**config.mk**
```make
export PLATFORM = sky130hd
export DESIGN_NAME = core_out_arbiter
export DESIGN_NICKNAME = d
export VERILOG_FILES = /design/src/rtl/core_out_arbiter.sv
export SDC_FILE = /design/constraint.sdc
export NUM_CORES = 1
export LEC_CHECK = 0
export BUFFER_PORTS_ARGS = -buffer_cell sky130_fd_sc_hd__clkbuf_2
export CAP_MARGIN = 10
export CORE_MARGIN = 1
export CORE_UTILIZATION = 30
export CTS_CLUSTER_DIAMETER = 30
export DETAILED_ROUTE_END_ITERATION = 10
export MAX_ROUTING_LAYER = met4
export SYNTH_ARGS = -nofsm -noshare
export SYNTH_HDL_FRONTEND = slang
export SYNTH_SLANG_ARGS = --single-unit
```
**constraint.sdc**
```tcl
create_clock -name clk -period 5.7 [get_ports clk]
set_input_delay 0.57 -clock clk [delete_from_list [all_inputs] [get_ports clk]]
set_output_delay 0.57 -clock clk [all_outputs]
set_load 0.1 [all_outputs]
```
**src/rtl/core_out_arbiter.sv**
```systemverilog
// Two-source weighted round-robin arbiter for the core's 11-bit outbound link.
// Optional per-source grant counters are built when CORE_ARB_STATS_EN is defined.
module core_out_arbiter #(
  parameter int WEIGHT = 1,
  parameter int STAT_W = 16
) (
  input  logic              clk,
  input  logic              rst_n,
  input  logic              dg_valid,
  input  logic [7:0]        dg_data,
  output logic              dg_ready,
  input  logic              rt_valid,
  input  logic [10:0]       rt_data,
  output logic              rt_ready,
  output logic              out_valid,
  output logic [10:0]       out_data,
  output logic              out_src,
  input  logic              out_ready,
  output logic [STAT_W-1:0] stat_dg_cnt,
  output logic [STAT_W-1:0] stat_rt_cnt
);

  localparam logic       SRC_DG   = 1'b0;
  localparam logic       SRC_RT   = 1'b1;
  localparam logic [3:0] WEIGHT_L = 4'(WEIGHT);
  localparam logic [3:0] RUN_MAX  = 4'hF;

  typedef enum logic {ST_EMPTY, ST_FULL} state_t;

  state_t      state_reg;
  logic [10:0] out_data_reg;
  logic        out_src_reg;
  logic        last_src_reg;
  logic [3:0]  run_cnt_reg;

  logic        load;
  logic        grant_valid;
  logic        grant_src;
  logic        take;
  logic [10:0] dg_enc;
  logic [10:0] load_data;

  // Hamming(7,4) over the high nibble; the low nibble is an unprotected header.
  function automatic logic [10:0] hamming_enc(input logic [7:0] d);
    logic [10:0] e;
    e[3:0] = d[3:0];
    e[4]   = d[4] ^ d[5] ^ d[7];
    e[5]   = d[4] ^ d[6] ^ d[7];
    e[6]   = d[4];
    e[7]   = d[5] ^ d[6] ^ d[7];
    e[8]   = d[5];
    e[9]   = d[6];
    e[10]  = d[7];
    return e;
  endfunction

  assign dg_enc = hamming_enc(dg_data);
  assign load   = out_ready || (state_reg == ST_EMPTY);

  always_comb begin
    grant_valid = dg_valid || rt_valid;
    grant_src   = SRC_DG;
    if (dg_valid && rt_valid) begin
      // Stay with the current owner until its run reaches WEIGHT.
      grant_src = (run_cnt_reg < WEIGHT_L) ? last_src_reg : ~last_src_reg;
    end else if (rt_valid) begin
      grant_src = SRC_RT;
    end
  end

  assign take      = load && grant_valid;
  assign dg_ready  = take && (grant_src == SRC_DG);
  assign rt_ready  = take && (grant_src == SRC_RT);
  assign load_data = (grant_src == SRC_RT) ? rt_data : dg_enc;

  always_ff @(posedge clk or negedge rst_n) begin
    if (!rst_n) begin
      state_reg    <= ST_EMPTY;
      out_data_reg <= '0;
      out_src_reg  <= SRC_DG;
      last_src_reg <= SRC_RT;
      run_cnt_reg  <= WEIGHT_L;
    end else begin
      case (state_reg)
        ST_EMPTY: begin
          if (take) begin
            state_reg    <= ST_FULL;
            out_data_reg <= load_data;
            out_src_reg  <= grant_src;
          end
        end
        ST_FULL: begin
          if (out_ready) begin
            if (take) begin
              out_data_reg <= load_data;
              out_src_reg  <= grant_src;
            end else begin
              state_reg <= ST_EMPTY;
            end
          end
        end
        default: state_reg <= ST_EMPTY;
      endcase

      if (take) begin
        last_src_reg <= grant_src;
        if (grant_src != last_src_reg) begin
          run_cnt_reg <= 4'd1;
        end else if (run_cnt_reg != RUN_MAX) begin
          run_cnt_reg <= run_cnt_reg + 4'd1;
        end
      end
    end
  end

  assign out_valid = (state_reg == ST_FULL);
  assign out_data  = out_data_reg;
  assign out_src   = out_src_reg;

`ifdef CORE_ARB_STATS_EN
  logic [STAT_W-1:0] stat_cnt_reg [2];

  // Index 0 counts local grants, index 1 router grants.
  for (genvar gi = 0; gi < 2; gi++) begin : g_stat
    always_ff @(posedge clk or negedge rst_n) begin
      if (!rst_n) begin
        stat_cnt_reg[gi] <= '0;
      end else if (take && (grant_src == 1'(gi)) && (stat_cnt_reg[gi] != '1)) begin
        stat_cnt_reg[gi] <= stat_cnt_reg[gi] + 1'b1;
      end
    end
  end

  assign stat_dg_cnt = stat_cnt_reg[0];
  assign stat_rt_cnt = stat_cnt_reg[1];
`else
  assign stat_dg_cnt = '0;
  assign stat_rt_cnt = '0;
`endif

endmodule

```
==> metrics.csv, run 1 <==
metric,value,unit
switching power of the nets,0.0004103,W
type of the worst min-delay path,in2async,
PortBufs,38,
post-route clock skew,0.001191,ns
Flop pwr share,27.3,%
R2R depth,7,
"Cell Chain, Critical Path","inv_1, ha_1, nor3b_2, xnor2_1, o211a_4, clkbuf_2",
largest net degree at the start of global routing,19,
Leakage Power,0.7085,nW
Chip Width,65.64,um
Final Hold Vio Count,0,
CP startpoint,run_cnt_reg[0],
die height,65.64,um
met1 usage,14.24,%
"Distinct cells, synth",34,
Std-Cell Rows,22,
Final Cycle Share,49.40,%
# clock sinks,18,
post-synthesis cell count,118,
fin nets,183,
Required @ worst endpoint,5.13,ns
Crit Reg-Reg Endpoint,out_data[10],
"Clk Latency, worst-skew pair",0.24,ns
Num CTS Buffers,3,
Synth top area share,32.96,%
nature of the critical path endpoint,primary output,
fmax,355.1,MHz
GPL Wtd Cong,0.7127,
htree depth,1,
Die ar.,4308,um2
worst setup path endpoint,rt_ready,
Post-CTS Setup Bufs,0,
# resized after CTS,0,
switching share of total power,57.20,%
Worst path slowest cell,dfstp_2,
Iteration-0 DRC Markers,20,
max FFs per register,11,
peak supply drop,0.0002157,V
Gate power share,58.8,%
Reg2Reg Launch Point,run_cnt_reg[0],
"setup slack, reg-to-reg",3.70,ns
DP Area,1319,um2
Stages on worst setup path,6,
Max Cap Viol,0,
GRT Overall Usage,11.23,%
most frequent cells in the layout,"clkbuf_2, conb_1, dfrtp_1",
crit path DAT,2.25,ns
hold_buf cts,0,
CTS tree,done,
core area,3771,um2
critical path startpoint category,flip-flop,
antenna diode count,0,
WS Path Type,reg2out,
Power Density,522.1,nW/um2
Yosys top cell by area,dfrtp_1,
Crit path buffers/inverters,2,
HPWL Detailed,1734,um
family with the most delay on the worst path,buffers and inverters,
met2 GRT Util,18.49,%
Setup WS post-layout,2.884,ns
CP peak stage delay,0.55,ns
Synth-to-Final Area Change,13.08,%
via count,870,
DRT Wirelength,2248,um
RSZ-0062 raised after global routing,false,
post-route cell area,1374,um2
clock-pin slew on the worst setup and hold paths,0.06,ns
#FFs+latches synth,18,
proportion of layout cells with a drive suffix above 1,37.82,%
Place WS,3.129,ns
status,finished clean,
Avg Inst Size Synth,10.30,um2
DP Cell Count,200,
M3 GR Usage,2.083,%
Slew Limit Fails,0,
"Seq/Total Area, Yosys",37.28,%
total gr overflow,0,
number of global-route vias before repair,839,
setup_tns,0,ns
crit path time final,2.816,ns
Pre-antenna DRT Iters,4,
"leading cell type in the layout, fill and taps excluded",clkbuf_2,
Top Usage Layer GRT,met2,
Starting Density,32.22,%
P_int,0.0003070,W
CTS max path bufs,2,
clock root buffer,clkbuf_8,
final setup fails,0,
first-pass GRT wire length,3663,um
I/O pin count,71,
initial antenna violation count,0,
worst-margin pin slew,0.7782,ns
via/cell ratio,4.265,
fillers,389,
Avg WL per Cell,11.02,um
crit path max fanout,14,
Routed Antenna Nets,0,
"top cells by area, synth","dfrtp_1, buf_4, a221o_1",
Syn Std Cell Area,1215,um2
slew margin rel.,47.77,%
Non-Filler Instances,204,
Clk pwr share,14.0,%
Yosys Warn Count,0,
DRC violations left,0,
-- through the flow --
step / hold WS (ns) / util, % / total power, W
floorplan: 0.2744 / - / 0.0005789
global placement: 0.4722 / 34.97 / 0.0006192
detailed placement: 0.4779 / 34.97 / 0.0006209
CTS: 0.2743 / 36.43 / 0.0007252
global route: 0.2875 / 36.43 / 0.0007539
finish: 0.2612 / 36.43 / 0.0007172
-- worst min path at each step --
stage                       start          end  slack (ns)  depth (start not counted)
after global placement    out_src      out_src        0.47                          1
after detailed placement  out_src      out_src        0.48                          1
after CTS                   rst_n    out_valid        0.27                          1
after global routing        rst_n    out_valid        0.29                          1
final                       rst_n    out_valid        0.26                          1
after floorplan             rst_n  out_data[0]        0.27                          0
-- final cells by class --
class | count | area [um2] | share of cell area (%)
inverters | 3 | 11.26 | 0.8197
multi-input cells | 92 | 596.8 | 43.44
well taps | 48 | 60.06 | 4.372
flip-flops and latches | 18 | 452.9 | 32.97
clock buffers | 4 | 55.05 | 4.007
repair buffers | 39 | 197.7 | 14.39
-- metal layers --
layer  up-vias  wire (um)  part of all wire, %
met5         -          0                    0
met4         0          0                    0
met3         0        103                  4.6
met2        33       1106                   49
met1       415       1037                   46
li1        422          -                    -
-- cells in the mapped netlist --
master / n
buf_4: 34
dfrtp_1: 16
a221o_1: 7
and2_1: 6
and2_2: 5
a21oi_1: 4
a221o_2: 4
inv_1: 3
nand2_1: 3
o21ai_0: 3
xnor2_1: 3
xor2_1: 3
a21o_2: 2
dfstp_2: 2
ha_1: 2
nand2b_1: 2
nand3_1: 2
a22o_1: 1
a31oi_1: 1
a41oi_1: 1
and3_1: 1
buf_6: 1
clkbuf_1: 1
conb_1: 1
mux2_2: 1
mux2i_1: 1
nand4bb_1: 1
nor2_1: 1
nor2b_1: 1
nor3b_2: 1
o211a_4: 1
o21a_1: 1
o21ai_1: 1
or2b_1: 1
-- power groups by stage --
stage / Clock (W) / Sequential [W] / Combinational [W]
final: 0.000100 / 0.000195 / 0.000422
after global routing: 0.000110 / 0.000202 / 0.000442
after CTS: 0.000105 / 0.000196 / 0.000425
after detailed placement: 0 / 0.000196 / 0.000425
after global placement: 0 / 0.000198 / 0.000421
after floorplan: 0 / 0.000361 / 0.000218
-- cell families after synthesis --
family / count (synthesis) / synth area share, %
buffers and inverters: 39 / 23.17
adder cells (fa/ha/maj): 2 / 2.059
multiplexers: 2 / 1.751
XOR/XNOR: 6 / 4.326
AO/OA/AOI/OAI: 26 / 18.23
AND/OR/NAND/NOR: 24 / 12.87
flip-flops: 18 / 37.28
other: 1 / 0.3087
Power figures use the tool's default switching activity.
==> run 2: changes to the inputs <==
Clock period 5.7 ns to 2.56 ns, I/O delays scaled along.
==> run 2 against run 1 <==
Final cell count grew 0.49%. Count of clock-buffer cells in the layout is the same. Hold slack lost 0.037 ns. Clock skew is essentially flat. Core utilization grew 0.73 points. Final area grew 2.0%. Largest cell class unchanged. Largest power group unchanged.
==> metrics.csv, run 2 (synthesis results as in run 1) <==
metric,value,unit,change
Worst path slowest cell,dfstp_2,,
type of the worst min-delay path,in2reg,,
Avg WL per Cell,11.08,um,+0.53%
nature of the critical path endpoint,primary output,,
antenna diode count,0,,unchanged
fillers,388,,-0.26%
crit path DAT,2.15,ns,-0.10 ns
PortBufs,38,,unchanged
Required @ worst endpoint,2.30,ns,-2.83 ns
die height,65.64,um,unchanged
Reg2Reg Launch Point,run_cnt_reg[0],,
I/O pin count,71,,unchanged
worst-margin pin slew,0.8106,ns,+0.03237 ns
Slew Limit Fails,0,,unchanged
hold_buf cts,1,,+1
"Cell Chain, Critical Path","inv_1, ha_1, nor3b_2, xnor2_1, a21oi_1, buf_4, buf_12",,
GPL Wtd Cong,0.7105,,-0.31%
Die ar.,4308,um2,unchanged
Chip Width,65.64,um,unchanged
number of global-route vias before repair,757,,-9.8%
Num CTS Buffers,3,,unchanged
largest net degree at the start of global routing,19,,unchanged
via count,867,,-0.34%
Starting Density,32.22,%,unchanged
R2R depth,7,,unchanged
Final Cycle Share,94.15,%,
CP startpoint,run_cnt_reg[0],,
max FFs per register,11,,unchanged
Routed Antenna Nets,0,,unchanged
Non-Filler Instances,205,,+0.49%
Synth-to-Final Area Change,15.34,%,
GRT Overall Usage,11.62,%,+0.38 points
"Clk Latency, worst-skew pair",0.25,ns,about the same
Stages on worst setup path,7,,+1
RSZ-0062 raised after global routing,false,,
proportion of layout cells with a drive suffix above 1,37.58,%,-0.24 points
crit path time final,2.410,ns,
CTS max path bufs,2,,unchanged
crit path max fanout,9,,-5
Std-Cell Rows,22,,unchanged
# resized after CTS,0,,unchanged
Crit Reg-Reg Endpoint,out_data[5],,
status,finished clean,,
clock-pin slew on the worst setup and hold paths,0.07,ns,about the same
CTS tree,done,,
worst setup path endpoint,dg_ready,,
final setup fails,0,,unchanged
peak supply drop,0.0005320,V,+150%
Max Cap Viol,0,,unchanged
total gr overflow,0,,unchanged
DP Cell Count,200,,unchanged
DRC violations left,0,,unchanged
Final Hold Vio Count,0,,unchanged
# clock sinks,18,,unchanged
Post-CTS Setup Bufs,0,,unchanged
CP peak stage delay,0.55,ns,about the same
post-route clock skew,0.001393,ns,+0.0002022 ns
Crit path buffers/inverters,3,,+1
fmax,414.9,MHz,
most frequent cells in the layout,"clkbuf_2, conb_1, dfrtp_1",,
fin nets,184,,+0.55%
Hold WS,0.2239,ns,-0.03733 ns
DRT Wirelength,2271,um,+1.0%
first-pass GRT wire length,3691,um,+0.76%
HPWL Detailed,1749,um,+0.88%
critical path startpoint category,flip-flop,,
WS Path Type,reg2out,,
slew margin rel.,45.60,%,-2.2 points
via/cell ratio,4.229,,-0.83%
Leakage Power,0.7177,nW,+1.3%
core area,3771,um2,unchanged
htree depth,1,,unchanged
initial antenna violation count,0,,unchanged
"Power, Total",0.001621,W,+130%
"leading cell type in the layout, fill and taps excluded",clkbuf_2,,
Power Density,1157,nW/um2,+120%
"setup slack, reg-to-reg",0.50,ns,-3.20 ns
clock root buffer,clkbuf_8,,
Iteration-0 DRC Markers,28,,+40%
setup_tns,0,ns,unchanged
Pre-antenna DRT Iters,4,,unchanged
family with the most delay on the worst path,flip-flops,,
[run 2: worst min path at each step]
stage | startpoint | end | slack, ns | depth (start not counted)
2_1_floorplan | rst_n | out_data[0] | -0.04 | 0
3_3_place_gp | rst_n | run_cnt_reg[2] | 0.23 | 1
3_5_place_dp | rst_n | out_valid | 0.23 | 1
4_1_cts | dg_data[0] | out_data[0] | 0.22 | 2
5_1_grt | rt_data[0] | out_data[0] | 0.22 | 2
6_report | dg_data[0] | out_data[0] | 0.22 | 2
[run 2: through the flow]
stage / util [%] / setup slack [ns] / cell area, um2
2_1_floorplan: - / 0.4614 / 1331
3_3_place_gp: 35.43 / 0.4348 / 1336
3_5_place_dp: 35.43 / 0.4073 / 1336
4_1_cts: 37.16 / 0.1122 / 1401
5_1_grt: 37.16 / 0.01277 / 1401
6_report: 37.16 / 0.1499 / 1401
[run 2: layout make-up]
cell class | count | area, um2 | share of cell area [%]
inverter | 3 | 11.26 | 0.8036
sequential | 18 | 452.9 | 32.32
timing repair buffer | 40 | 225.2 | 16.07
clock buffer | 4 | 55.05 | 3.929
multi-input combinational | 92 | 596.8 | 42.59
tap | 48 | 60.06 | 4.286
[run 2: per-layer routing]
metal | vias to the layer above | share of wire [%] | GRT usage (%)
met5 | - | 0 | -
met2 | 36 | 47 | 17.22
met4 | 0 | 0.62 | 2.446
met3 | 2 | 6.2 | 2.951
li1 | 424 | - | -
met1 | 405 | 46 | 15.88
[run 2: power breakdown]
part,leakage [nW],switching [W],internal (W)
logic,0.471,0.000761,0.000189
clock network,0.0288,0.0000985,0.000137
registers,0.218,0.0000684,0.000368
